## src/rtl/pri_req_latch.sv

```systemverilog
// Sticky 8-channel request latch with a fixed-priority offer/ack handshake.
// Optional PRI_MASK_EN macro adds a mask port that hides pending bits from selection.
module pri_req_latch #(
  parameter int unsigned PRI_HIGH = 1
) (
  input  logic       clk,
  input  logic       rst,
  input  logic [7:0] req_in,
  input  logic       ack,
`ifdef PRI_MASK_EN
  input  logic [7:0] mask,
`endif
  output logic [7:0] pend,
  output logic [2:0] idx,
  output logic       valid,
  output logic [7:0] drop_cnt
);

  localparam int unsigned NCH = 8;
  localparam int unsigned IW  = 3;

  typedef enum logic [1:0] {
    S_IDLE  = 2'd0,
    S_OFFER = 2'd1,
    S_CLEAR = 2'd2
  } state_t;

  state_t          r_state;
  state_t          w_state_nxt;
  logic [NCH-1:0]  r_pend;
  logic [NCH-1:0]  w_pend_nxt;
  logic [IW-1:0]   r_idx;
  logic [IW-1:0]   w_idx_nxt;
  logic            r_valid;
  logic            w_valid_nxt;
  logic [7:0]      r_drop;
  logic [7:0]      w_drop_nxt;

  logic [NCH-1:0]  w_clr;
  logic [NCH-1:0]  w_dup;
  logic [3:0]      w_dup_cnt;
  logic [8:0]      w_drop_sum;
  logic [NCH-1:0]  w_elig;
  logic [IW-1:0]   w_enc;
  logic            w_any;

  assign pend     = r_pend;
  assign idx      = r_idx;
  assign valid    = r_valid;
  assign drop_cnt = r_drop;

  // Pending vector update; a new request on the granted bit overrides its clear.
  always_comb begin
    w_clr = '0;
    if (r_state == S_OFFER && ack) begin
      w_clr[r_idx] = 1'b1;
    end
    w_pend_nxt = (r_pend & ~w_clr) | req_in;
    w_dup      = req_in & r_pend & ~w_clr;
  end

  // Saturating count of requests that landed on already-pending channels.
  always_comb begin
    w_dup_cnt = '0;
    for (int i = 0; i < NCH; i++) begin
      w_dup_cnt = w_dup_cnt + 4'(w_dup[i]);
    end
    w_drop_sum = {1'b0, r_drop} + 9'(w_dup_cnt);
    w_drop_nxt = w_drop_sum[8] ? 8'hFF : w_drop_sum[7:0];
  end

`ifdef PRI_MASK_EN
  assign w_elig = r_pend & ~mask;
`else
  assign w_elig = r_pend;
`endif

  // Fixed-priority encoder; the last match in scan order wins.
  always_comb begin
    w_enc = '0;
    w_any = |w_elig;
    for (int i = 0; i < NCH; i++) begin
      if (PRI_HIGH != 0) begin
        if (w_elig[i]) w_enc = IW'(i);
      end else begin
        if (w_elig[NCH-1-i]) w_enc = IW'(NCH-1-i);
      end
    end
  end

  // Next-state and registered-output values.
  always_comb begin
    w_state_nxt = r_state;
    w_idx_nxt   = r_idx;
    w_valid_nxt = r_valid;
    case (r_state)
      S_IDLE, S_CLEAR: begin
        if (w_any) begin
          w_state_nxt = S_OFFER;
          w_idx_nxt   = w_enc;
          w_valid_nxt = 1'b1;
        end else begin
          w_state_nxt = S_IDLE;
          w_valid_nxt = 1'b0;
        end
      end
      S_OFFER: begin
        if (ack) begin
          w_state_nxt = S_CLEAR;
          w_valid_nxt = 1'b0;
        end
      end
      default: begin
        w_state_nxt = S_IDLE;
        w_valid_nxt = 1'b0;
      end
    endcase
  end

  always_ff @(posedge clk or posedge rst) begin
    if (rst) begin
      r_state <= S_IDLE;
      r_pend  <= '0;
      r_idx   <= '0;
      r_valid <= 1'b0;
      r_drop  <= '0;
    end else begin
      r_state <= w_state_nxt;
      r_pend  <= w_pend_nxt;
      r_idx   <= w_idx_nxt;
      r_valid <= w_valid_nxt;
      r_drop  <= w_drop_nxt;
    end
  end

endmodule
```

## config.mk

```make
export PLATFORM = sky130hd
export DESIGN_NAME = pri_req_latch
export DESIGN_NICKNAME = d
export VERILOG_FILES = /design/src/rtl/pri_req_latch.sv
export SDC_FILE = /design/constraint.sdc
export NUM_CORES = 1
export LEC_CHECK = 0
export CAP_MARGIN = 30
export CORE_MARGIN = 3
export CORE_UTILIZATION = 47
export DETAILED_ROUTE_END_ITERATION = 6
export PLACE_DENSITY = 0.83
export SYNTH_ARGS = -nofsm -noshare
export SYNTH_HDL_FRONTEND = slang
export SYNTH_SLANG_ARGS = --single-unit
```

## constraint.sdc

```tcl
create_clock -name clk -period 5.2 [get_ports clk]
set_input_delay 1.56 -clock clk [delete_from_list [all_inputs] [get_ports clk]]
set_output_delay 1.56 -clock clk [all_outputs]
set_load 0.005 [all_outputs]
```

; ---- After elaboration in Yosys (flattened, before gate mapping)
; Cells that the tools add are included.
[totals]
ff_bits = 22
elab_cells = 46
output_inout_bits = 20
in_bits = 11
[op_classes]
bitwise_logic = 5
n_reduce_logical = 6
mux = 17
eq_ne = 3
n_lt_le_gt_ge = 2
add_sub_neg = 8
[op_table]
columns = op, n
row1 = bitwise AND 8 bit, 3
row2 = 2-to-1 mux 3 bit, 6
row3 = adder 4 x 1 -> 4 bit, 4
row4 = 2-to-1 mux 8 bit, 2
row5 = adder 8 x 4 -> 9 bit, 1
row6 = inverter 8 bit, 1
row7 = OR 8 bit, 1
row8 = OR reduction 8 bit, 1
row9 = 2-to-1 mux 1 bit, 5
row10 = adder 3 x 1 -> 4 bit, 1
row11 = < comparator 3 x 4 -> 1 bit (second input constant), 1
row12 = one-hot mux 2 bit (2 select lines), 1
row13 = adder 2 x 1 -> 3 bit, 1
row14 = demux 1 bit (select 3 bit), 1
row15 = >= comparator 3 x 1 -> 1 bit (second input constant), 1
row16 = adder 1 x 1 -> 2 bit, 1
row17 = equality test 2 x 1 -> 1 bit (second input constant), 1
row18 = equality test 2 bit (second input constant), 1
row19 = logical AND 1 bit, 2
row20 = zero test 2 bit, 1
row21 = 2-to-1 mux 2 bit, 1
row22 = != test 2 bit (second input constant), 1
row23 = one-hot mux 1 bit (2 select lines), 1
row24 = AND reduction 2 bit, 1
row25 = OR reduction 2 bit, 1

; ---- Longest topological paths before layout
; Gate-level depths: netlist of the first run.
[logic_depth]
word_depth = 16
depth_mapped = 15
ltp_nobuf = 15

; ---- Worst setup path after synthesis of the first run
; No wires, ideal clock.
[synth_timing]
kind = input-to-reg
startpoint = input port ack
endpoint = register r_drop[6], in the netlist drop_cnt[6]
stages = 15
setup_slack_ns = -0.318
arrival_time_ns = 5.393
setup_ns = 0.125
required_time_ns = 5.075
path_buffers = 0
cell_sequence = and3b_2 > nand2b_2 > o31ai_1 > nor2_1 > fa_1 > inv_1 > fa_1 > inv_1 > fa_1 > fa_1 > fa_1 > a21o_1 > a21oi_2 > nor2_1 > mux2_4
[synth_via]
elab_chain_len = 13
[synth_lines]
columns = item, line_no
row1 = "start, declared", 9  ; input logic ack,
row2 = logical AND 1 bit *, 55  ; if (r_state == S_OFFER && ack) begin
row3 = 2-to-1 mux 8 bit *, 55
row4 = inverter 8 bit *, 59  ; w_dup = req_in & r_pend & ~w_clr;
row5 = bitwise AND 8 bit *, 59
row6 = adder 1 x 1 -> 2 bit, 66  ; w_dup_cnt = w_dup_cnt + 4'(w_dup[i]);
row7 = adder 2 x 1 -> 3 bit, 66
row8 = adder 3 x 1 -> 4 bit, 66
row9 = adder 4 x 1 -> 4 bit (3 in series), 66
row10 = adder 4 x 1 -> 4 bit *, 66
row11 = adder 8 x 4 -> 9 bit *, 68  ; w_drop_sum = {1'b0, r_drop} + 9'(w_dup_cnt);
row12 = 2-to-1 mux 8 bit *, 69  ; w_drop_nxt = w_drop_sum[8] ? 8'hFF : w_drop_sum[7:0];
row13 = net w_drop_nxt[6], 37  ; logic [7:0] w_drop_nxt;
row14 = "end signal, assigned", 132  ; r_drop <= w_drop_nxt;
row15 = "end, declared", 36  ; logic [7:0] r_drop;
; Mark *: on every way through the listed nets, which the timed path passes. The rest lies on a longest branch.
; A chain may end at the register's enable or synchronous reset.

; ---- Worst setup path after layout of the first run
; Ends and elaborated chain as after synthesis.

==> impl_metrics.tcl, run 1 <==
set metrics [dict create \
    status "complete, no violations" \
    netlist_area_um2 1180 \
    fillers 174 \
    intPower_uw 572 \
    cts.path.max_buffers 2 \
    p_clk_share_pct 8.5 \
    slew_violations 0 \
    dieHeight_um 56.1 \
    via_count 1002 \
    clk_pin_slew_ns 0.13 \
    async_flop_share_pct 100 \
    clkSinkCount 21 \
    drive_gt1_share_pct 17.0 \
    drt-vias-per-instance 5.36 \
    p_seq_share_pct 30.0 \
    area_growth_pct 39.2 \
    cts_made_buffers 3 \
    cp_common_cell "fa_1" \
    setup_violations 0 \
    synth_cells 118 \
    start_util_pct 51.4 \
    layoutNonFillerInstCount 187 \
    min_period_ns 5.07 \
    wl_per_cell_um 15.0 \
    power_density_nw_per_um2 580 \
    grt_pass1_vias 1134 \
    design.die.area_um2 3150 \
    start_kind "input pin" \
    fin_tns_setup_ns 0 \
    gr-usage-all-layers_pct 18.8 \
    finalHoldViolations 0 \
    power_leakage_nw 0.723 \
    setup_ws_ns 0.127 \
    grt-ovfl-total 0 \
    ys_ff_latch 21 \
    die_w_um 56.1 \
    drv_cap 0 \
    crit_required_ns 5.41 \
    skew_ns 0.00399 \
    coreArea_um2 2300 \
    design_area_um2 1640 \
    syn_nets 140 \
    hold_class "register to register" \
    grt_max_degree 22 \
    cp-end-kind "register" \
    final_cell_mix "29 x clkdlybuf4s50_1, 21 x dfrtp_1, 14 x inv_1" \
    fin_crit_sh_pct 97.6 \
    share_comb_of_total_power_pct 61.5 \
    port-buffer-count 30 \
    cts_max_level 1 \
    path_buf_inv 3 \
    final_common_cell "clkdlybuf4s50_1" \
    core.rowCount 17 \
    antenna_left 0 \
    place_congestion 0.760 \
    placedCellCount 179 \
    pin_count 31 \
    fin_hold_ws_ns 0.594 \
    grt_pass1_wl_um 4800 \
    multi_input_area_um2 656 \
    synth-edff-count 0 \
    drt_iter0_drc 23 \
    post_dp_cell_area_um2 1570 \
    ys_seq_area_share_pct 44.5 \
    cts_tree "done" \
    fin_util_pct 71.6 \
    fmax_mhz 197 \
    yosysWarnings 0 \
    antenna_found_initial 0 \
    holdBufCountCts 0 \
    dp_slack_ns -0.668 \
    drc 0 \
    critPathSlowestCell "fa_1" \
    dp_hpwl_um 2120 \
    synth.avg_cell_area_um2 10.0 \
    worstMarginPinSlew_ns 0.805 \
    seq_area_um2 526 \
    fin_total_pwr_uw 954 \
    drt_pre_antenna_iters 4 \
    peakVddDrop_mv 0.498 \
    max_stage_delay_ns 0.50 \
    relSlewSlack_pct 46.3 \
    fin_nets 182 \
    synth-main-ff-cell "dfrtp_1" \
    crit_family "adder cells" \
    crit_arrival_ns 5.28 \
    clk_latency_ns 0.30 \
    synthDistinctLibCells 31 \
    swShare_pct 40.1 \
    clock-root-buffer "clkbuf_4" \
    n_antenna_cell 0 \
    crit_chain "clkbuf_2 > and3b_2 > nand2_4 > o31ai_4 > nor2_2 > fa_1 > inv_1 > fa_1 > inv_1 > fa_1 > fa_2 > fa_2 > a21o_1 > a21oi_2 > nor2_2 > mux2_4" \
    totalWireLength_um 2800 \
    critical_path_class "input pin to register" \
    critPathMaxFanout 3 \
    switching_power_uw 382 \
]
-- area by class of cell --
| type | count | area share [%] |
|---|---|---|
| inverter | 14 | 3.20 |
| clock buffer | 3 | 1.37 |
| multi-input combinational | 83 | 39.9 |
| sequential | 21 | 32.0 |
| tap | 28 | 2.13 |
| timing repair buffer | 37 | 21.2 |
| clock inverter | 1 | 0.304 |
-- power by group through the flow --
stage	combinational, mW	sequential (mW)	clock (mW)
after floorplan	0.356	0.278	0
after detailed placement	0.571	0.286	0
final	0.587	0.286	0.0806
after CTS	0.591	0.286	0.0841
after global placement	0.549	0.284	0
after global routing	0.663	0.296	0.0899
-- worst reg2reg max path, cell delays in order, from the launching register on --
cell and delay [ns]:
dfrtp_1 0.44, and3b_2 0.28, nand2_4 0.08, o31ai_4 0.25, nor2_2 0.08, fa_1 0.50, inv_1 0.05, fa_1 0.48
inv_1 0.05, fa_1 0.46, fa_2 0.38, fa_2 0.37, a21o_1 0.17, a21oi_2 0.18, nor2_2 0.06, mux2_4 0.29
-- synthesized netlist by cell type, types with 2 or more instances --
cell       n  area, µm²
or2_1      2       12.5
a31oi_1    3       18.8
ha_1       6       75.1
fa_1       5        100
nand2_1    9       33.8
nand2b_1   8       50.1
o21ai_0   11       55.1
o31ai_1    2       15.0
nor3_1     3       15.0
o211ai_1   2       15.0
inv_1     14       52.6
dfrtp_1   21        526
nor2_1    10       37.5
a21oi_1    5       25.0
-- repair_timing --
action                                  CTS  global route
pin swaps                                 9             8
gates resized for setup                   7             2
endpoints found under the setup margin    8             8
buffers inserted                          2             2
-- per-layer routing --
metal	part of all wire, %	vias to the layer above	global-route usage (%)
met4	1.5	0	4.75
li1	-	486	-
met1	41	479	20.9
met3	5.8	6	3.94
met5	0	-	0
met2	51	31	35.7
-- sequential cells by signal (all words and copies together) (netlist names) --
signal	count
drop_cnt	8
idx	3
pend	8
r_state	1
valid	1
-- worst paths after layout --
check,cells after the start,slack [ns],start,to
setup / recovery,16,0.13,ack,drop_cnt[6]
min in group asynchronous,2,1.70,rst,pend[7]
hold / removal,1,0.59,valid,idx[2]
setup reg to reg,15,1.00,valid,drop_cnt[6]
max in group asynchronous,2,3.00,rst,drop_cnt[0]
hold reg to reg,1,0.59,valid,idx[2]
-- kinds of logic (layout without fill, tap and decap cells) --
logic type	after synthesis	in the layout	synth area share (%)
flops	21	21	44.5
compound gates	29	29	15.1
fa+ha+maj	11	11	14.8
xor+xnor	1	1	0.742
simple gates	41	41	19.1
buf+inv	14	55	4.45
mux	1	1	1.27
Power figures use the tool's default switching activity.
==> run 2: changes to the inputs <==
--- a/config.mk
+++ b/config.mk
@@ -6,10 +6,11 @@
 export NUM_CORES = 1
 export LEC_CHECK = 0
 export CAP_MARGIN = 30
-export CORE_MARGIN = 3
+export CORE_MARGIN = 2
 export CORE_UTILIZATION = 47
+export CTS_CLUSTER_DIAMETER = 120
 export DETAILED_ROUTE_END_ITERATION = 6
-export PLACE_DENSITY = 0.83
+export PLACE_DENSITY = 0.78
 export SYNTH_ARGS = -nofsm -noshare
 export SYNTH_HDL_FRONTEND = slang
 export SYNTH_SLANG_ARGS = --single-unit
==> impl_metrics.tcl, run 2 (synthesis results as in run 1) <==
set metrics [dict create \
    wl_per_cell_um 14.3 \
    peakVddDrop_mv 0.428 \
    critPathMaxFanout 3 \
    pin_count 31 \
    start_kind "input pin" \
    core.rowCount 18 \
    skew_ns 0.00631 \
    power_density_nw_per_um2 574 \
    post_dp_cell_area_um2 1580 \
    swShare_pct 39.6 \
    fin_crit_sh_pct 98.0 \
    critical_path_class "input pin to register" \
    antenna_found_initial 0 \
    min_period_ns 5.10 \
    p_clk_share_pct 8.3 \
    gr-usage-all-layers_pct 20.9 \
    grt_pass1_wl_um 4340 \
    worstMarginPinSlew_ns 0.794 \
    hold_class "register to register" \
    place_congestion 0.772 \
    cp-end-kind "register" \
    area_growth_pct 40.7 \
    fin_tns_setup_ns 0 \
    grt-ovfl-total 0 \
    fin_util_pct 68.3 \
    rrSetupSlack_ns 0.99 \
    drt_pre_antenna_iters 4 \
    clk_pin_slew_ns 0.12 \
    via_count 1019 \
    fin_hold_ws_ns 0.576 \
    slew_violations 0 \
    grt_max_degree 22 \
    switching_power_uw 378 \
    cts_max_level 1 \
    totalWireLength_um 2740 \
    drt_iter0_drc 11 \
    rsz0062_at_grt "false" \
    n_antenna_cell 0 \
    drc 0 \
    final_cell_mix "29 x clkdlybuf4s50_1, 21 x dfrtp_1, 13 x inv_1" \
    fmax_mhz 196 \
    finalHoldViolations 0 \
    grt_pass1_vias 1035 \
    start_util_pct 48.6 \
    crit_arrival_ns 5.29 \
    die_w_um 54.1 \
    final_common_cell "clkdlybuf4s50_1" \
    clkSinkCount 21 \
    intPower_uw 576 \
    relSlewSlack_pct 47.0 \
    dp_hpwl_um 2130 \
    status "complete, no violations" \
    p_seq_share_pct 30.1 \
    fin_nets 184 \
    share_comb_of_total_power_pct 61.6 \
    drv_cap 0 \
    holdBufCountCts 0 \
    coreArea_um2 2430 \
    setup_violations 0 \
    drt-vias-per-instance 5.34 \
    cts_tree "done" \
    crit_required_ns 5.40 \
    fin_total_pwr_uw 954 \
    clock-root-buffer "clkbuf_4" \
    drive_gt1_share_pct 18.6 \
    cts_made_buffers 3 \
    power_leakage_nw 0.735 \
    design.die.area_um2 2930 \
    design_area_um2 1660 \
    cts.path.max_buffers 2 \
    clk_latency_ns 0.30 \
    dieHeight_um 54.1 \
    antenna_left 0 \
    port-buffer-count 30 \
]
## run 2: cell types whose count changed in the layout (fill, tap and decap cells not counted), sizes merged
cell,change
buf,+3
clkbuf,-1
## run 2: final cells by class
class                      count  area [µm²]
inverter                      14        52.6
sequential                    21         526
timing repair buffer          39         363
tap                           30        37.5
clock buffer                   3        22.5
clock inverter                 1        5.00
fill                         198         771
multi-input combinational     83         656
## run 2: metal layers
layer  GRT usage [%]  wire length (µm)  up-vias
li1                -                 -      493
met1            24.1              1170      494
met2            39.4              1440       30
met3            2.78               122        2
met4            6.25                11        0
met5               0                 0        -
## run 2: critical path, stage by stage
cell and delay (ns):
buf_2 0.08, and3b_2 0.23, nand2b_4 0.07, o31ai_4 0.24, nor2_2 0.08, fa_1 0.50, inv_2 0.04, fa_1 0.47
inv_1 0.05, fa_1 0.45, fa_2 0.38, fa_2 0.40, a21o_1 0.18, a21oi_2 0.19, nor2_2 0.06, mux2_4 0.29
## run 2: path summary, 6_finish.rpt
check,start,end,cells past startpoint
max,ack,drop_cnt[6],16
min,valid,idx[2],1
max reg2reg,valid,drop_cnt[6],15
min reg2reg,valid,idx[2],1
max in group asynchronous,rst,drop_cnt[3],2
min in group asynchronous,rst,drop_cnt[2],2
## run 2: power by group through the flow
stage	Clock, mW	Sequential [mW]	Combinational, mW
after global routing	0.0897	0.296	0.651
after detailed placement	0	0.286	0.565
after CTS	0.0826	0.286	0.585
after floorplan	0	0.278	0.356
after global placement	0	0.284	0.551
final	0.0790	0.287	0.588
## run 2: stage by stage
step,std cells,setup WS (ns)
after global placement,182,-0.555
final,191,0.104
after detailed placement,182,-0.678
after floorplan,118,-0.0387
after global routing,191,0.0105
after CTS,189,0.0466
## run 2: timing repair
item	4_1_cts	5_1_grt
setup endpoints to repair	8	7
buffers inserted	3	2
pin swaps	12	10
gates resized for setup	9	2
==> run 3: changes to the inputs <==
--- a/config.mk
+++ b/config.mk
@@ -6,7 +6,6 @@
 export NUM_CORES = 1
 export LEC_CHECK = 0
 export CAP_MARGIN = 30
-export CORE_MARGIN = 2
 export CORE_UTILIZATION = 47
 export CTS_CLUSTER_DIAMETER = 120
 export DETAILED_ROUTE_END_ITERATION = 6
==> impl_metrics.tcl, run 3 (synthesis results as in run 1) <==
set metrics [dict create \
    fin_crit_sh_pct 98.6 \
    antenna_found_initial 0 \
    core.rowCount 17 \
    start_util_pct 51.4 \
    drc 0 \
    placedCellCount 180 \
    place_congestion 0.804 \
    coreArea_um2 2300 \
    clock-root-buffer "clkbuf_4" \
    grt-ovfl-total 0 \
    fmax_mhz 195 \
    via_count 1007 \
    hold_class "register to register" \
    dp_slack_ns -0.649 \
    top_layer_used "met4" \
    drt-vias-per-instance 5.39 \
    port-buffer-count 30 \
    cts_tree "done" \
    final_cell_mix "29 x clkdlybuf4s50_1, 21 x dfrtp_1, 13 x inv_1" \
    cp-end-kind "register" \
    power_density_nw_per_um2 576 \
    status "complete, no violations" \
    wl_met2_um 1360 \
    n_antenna_cell 0 \
    clkSinkCount 21 \
    gr-usage-all-layers_pct 21.6 \
    dp_hpwl_um 2000 \
    grt_pass1_wl_um 4360 \
    clk_latency_ns 0.30 \
    grt_pass1_vias 1013 \
    drt_iter0_drc 11 \
    rrSetupSlack_ns 0.93 \
    rr_startpoint "valid" \
    wl_per_cell_um 13.8 \
    worstMarginPinSlew_ns 0.808 \
    grt_max_degree 22 \
    clk_pin_slew_ns 0.12 \
    relSlewSlack_pct 46.1 \
    rsz0062_at_grt "true" \
    area_growth_pct 39.9 \
    slew_violations 0 \
    die_w_um 52.1 \
    fin_total_pwr_uw 953 \
    antenna_left 0 \
    drt_pre_antenna_iters 4 \
    cts.path.max_buffers 2 \
    skew_ns 0.00111 \
    crit_arrival_ns 5.32 \
    fin_hold_ws_ns 0.581 \
    design.die.area_um2 2720 \
    critPathMaxFanout 3 \
    final_common_cell "clkdlybuf4s50_1" \
    start_kind "input pin" \
    wl_met3_um 89 \
    fillers 182 \
    totalWireLength_um 2570 \
    fin_nets 182 \
    fin_util_pct 71.9 \
    setup_ws_ns 0.0720 \
    peakVddDrop_mv 0.409 \
    crit_required_ns 5.40 \
    rr_endpoint "drop_cnt[6]" \
    crit_start "ack" \
    drive_gt1_share_pct 17.0 \
    cts_max_level 1 \
    pin_count 31 \
    critical_path_class "input pin to register" \
    setup_violations 0 \
    finalHoldViolations 0 \
    dieHeight_um 52.1 \
    power_leakage_nw 0.730 \
    cts_made_buffers 3 \
    min_period_ns 5.13 \
    met1_length_um 1110 \
    layoutNonFillerInstCount 187 \
    drv_cap 0 \
    r2r_cells 15 \
    setup.worst_path.end "drop_cnt[6]" \
]
-- run 3: changes by cell type in the layout (fill, tap and decap cells not counted), sizes merged --
cell / before / now
buf: 10 / 8
-- run 3: repair_timing --
action,CTS,global route
gates resized for setup,6,5
cloned,0,0
hold buffers,0,0
setup endpoints to repair,8,8
setup buffers,2,1
pin swaps,9,8
-- run 3: per-stage QoR --
step                      area, µm²  setup TNS (ns)
final                          1650               0
after global routing           1650         -0.0328
after CTS                      1630               0
after detailed placement       1580           -4.65
after global placement         1580           -3.94
after floorplan                1210         -0.0387
-- run 3: final cells by class --
class	count	area [µm²]	share of cell area, %
multi-input combinational	83	658	39.8
sequential	21	526	31.8
inverter	14	52.6	3.18
timing repair buffer	37	354	21.4
tap	28	35.0	2.12
clock buffer	3	22.5	1.36
clock inverter	1	5.00	0.303
-- run 3: worst min path at each step --
stage,from,slack [ns],cells past startpoint,endpoint
floorplan,valid,0.53,1,idx[2]
global placement,valid,0.55,1,idx[2]
detailed placement,valid,0.56,1,idx[2]
CTS,valid,0.58,1,idx[2]
global route,pend[0],0.64,2,pend[0]
finish,valid,0.58,1,idx[2]
-- run 3: critical path, stage by stage --
cell,delay [ns]
buf_6,0.07
and3b_2,0.24
nand2_4,0.07
o31ai_4,0.26
nor2_2,0.08
fa_1,0.52
inv_2,0.04
fa_1,0.47
inv_1,0.05
fa_1,0.45
fa_2,0.38
fa_2,0.40
a21o_1,0.17
a21oi_2,0.18
nor2_1,0.08
mux2_4,0.29
-- run 3: report_power, final --
group | leakage [nW] | total [mW] | internal (mW) | switching (mW)
Clock | 0.0177 | 0.0780 | 0.0286 | 0.0494
Sequential | 0.220 | 0.283 | 0.219 | 0.0644
Combinational | 0.493 | 0.591 | 0.332 | 0.260
Total | 0.730 | 0.953 | 0.579 | 0.374
-- run 3: routing by layer --
metal	track usage [%]	up-vias
li1	-	488
met1	27.8	492
met2	38.2	25
met3	2.05	2
met4	6.58	0
met5	0	-
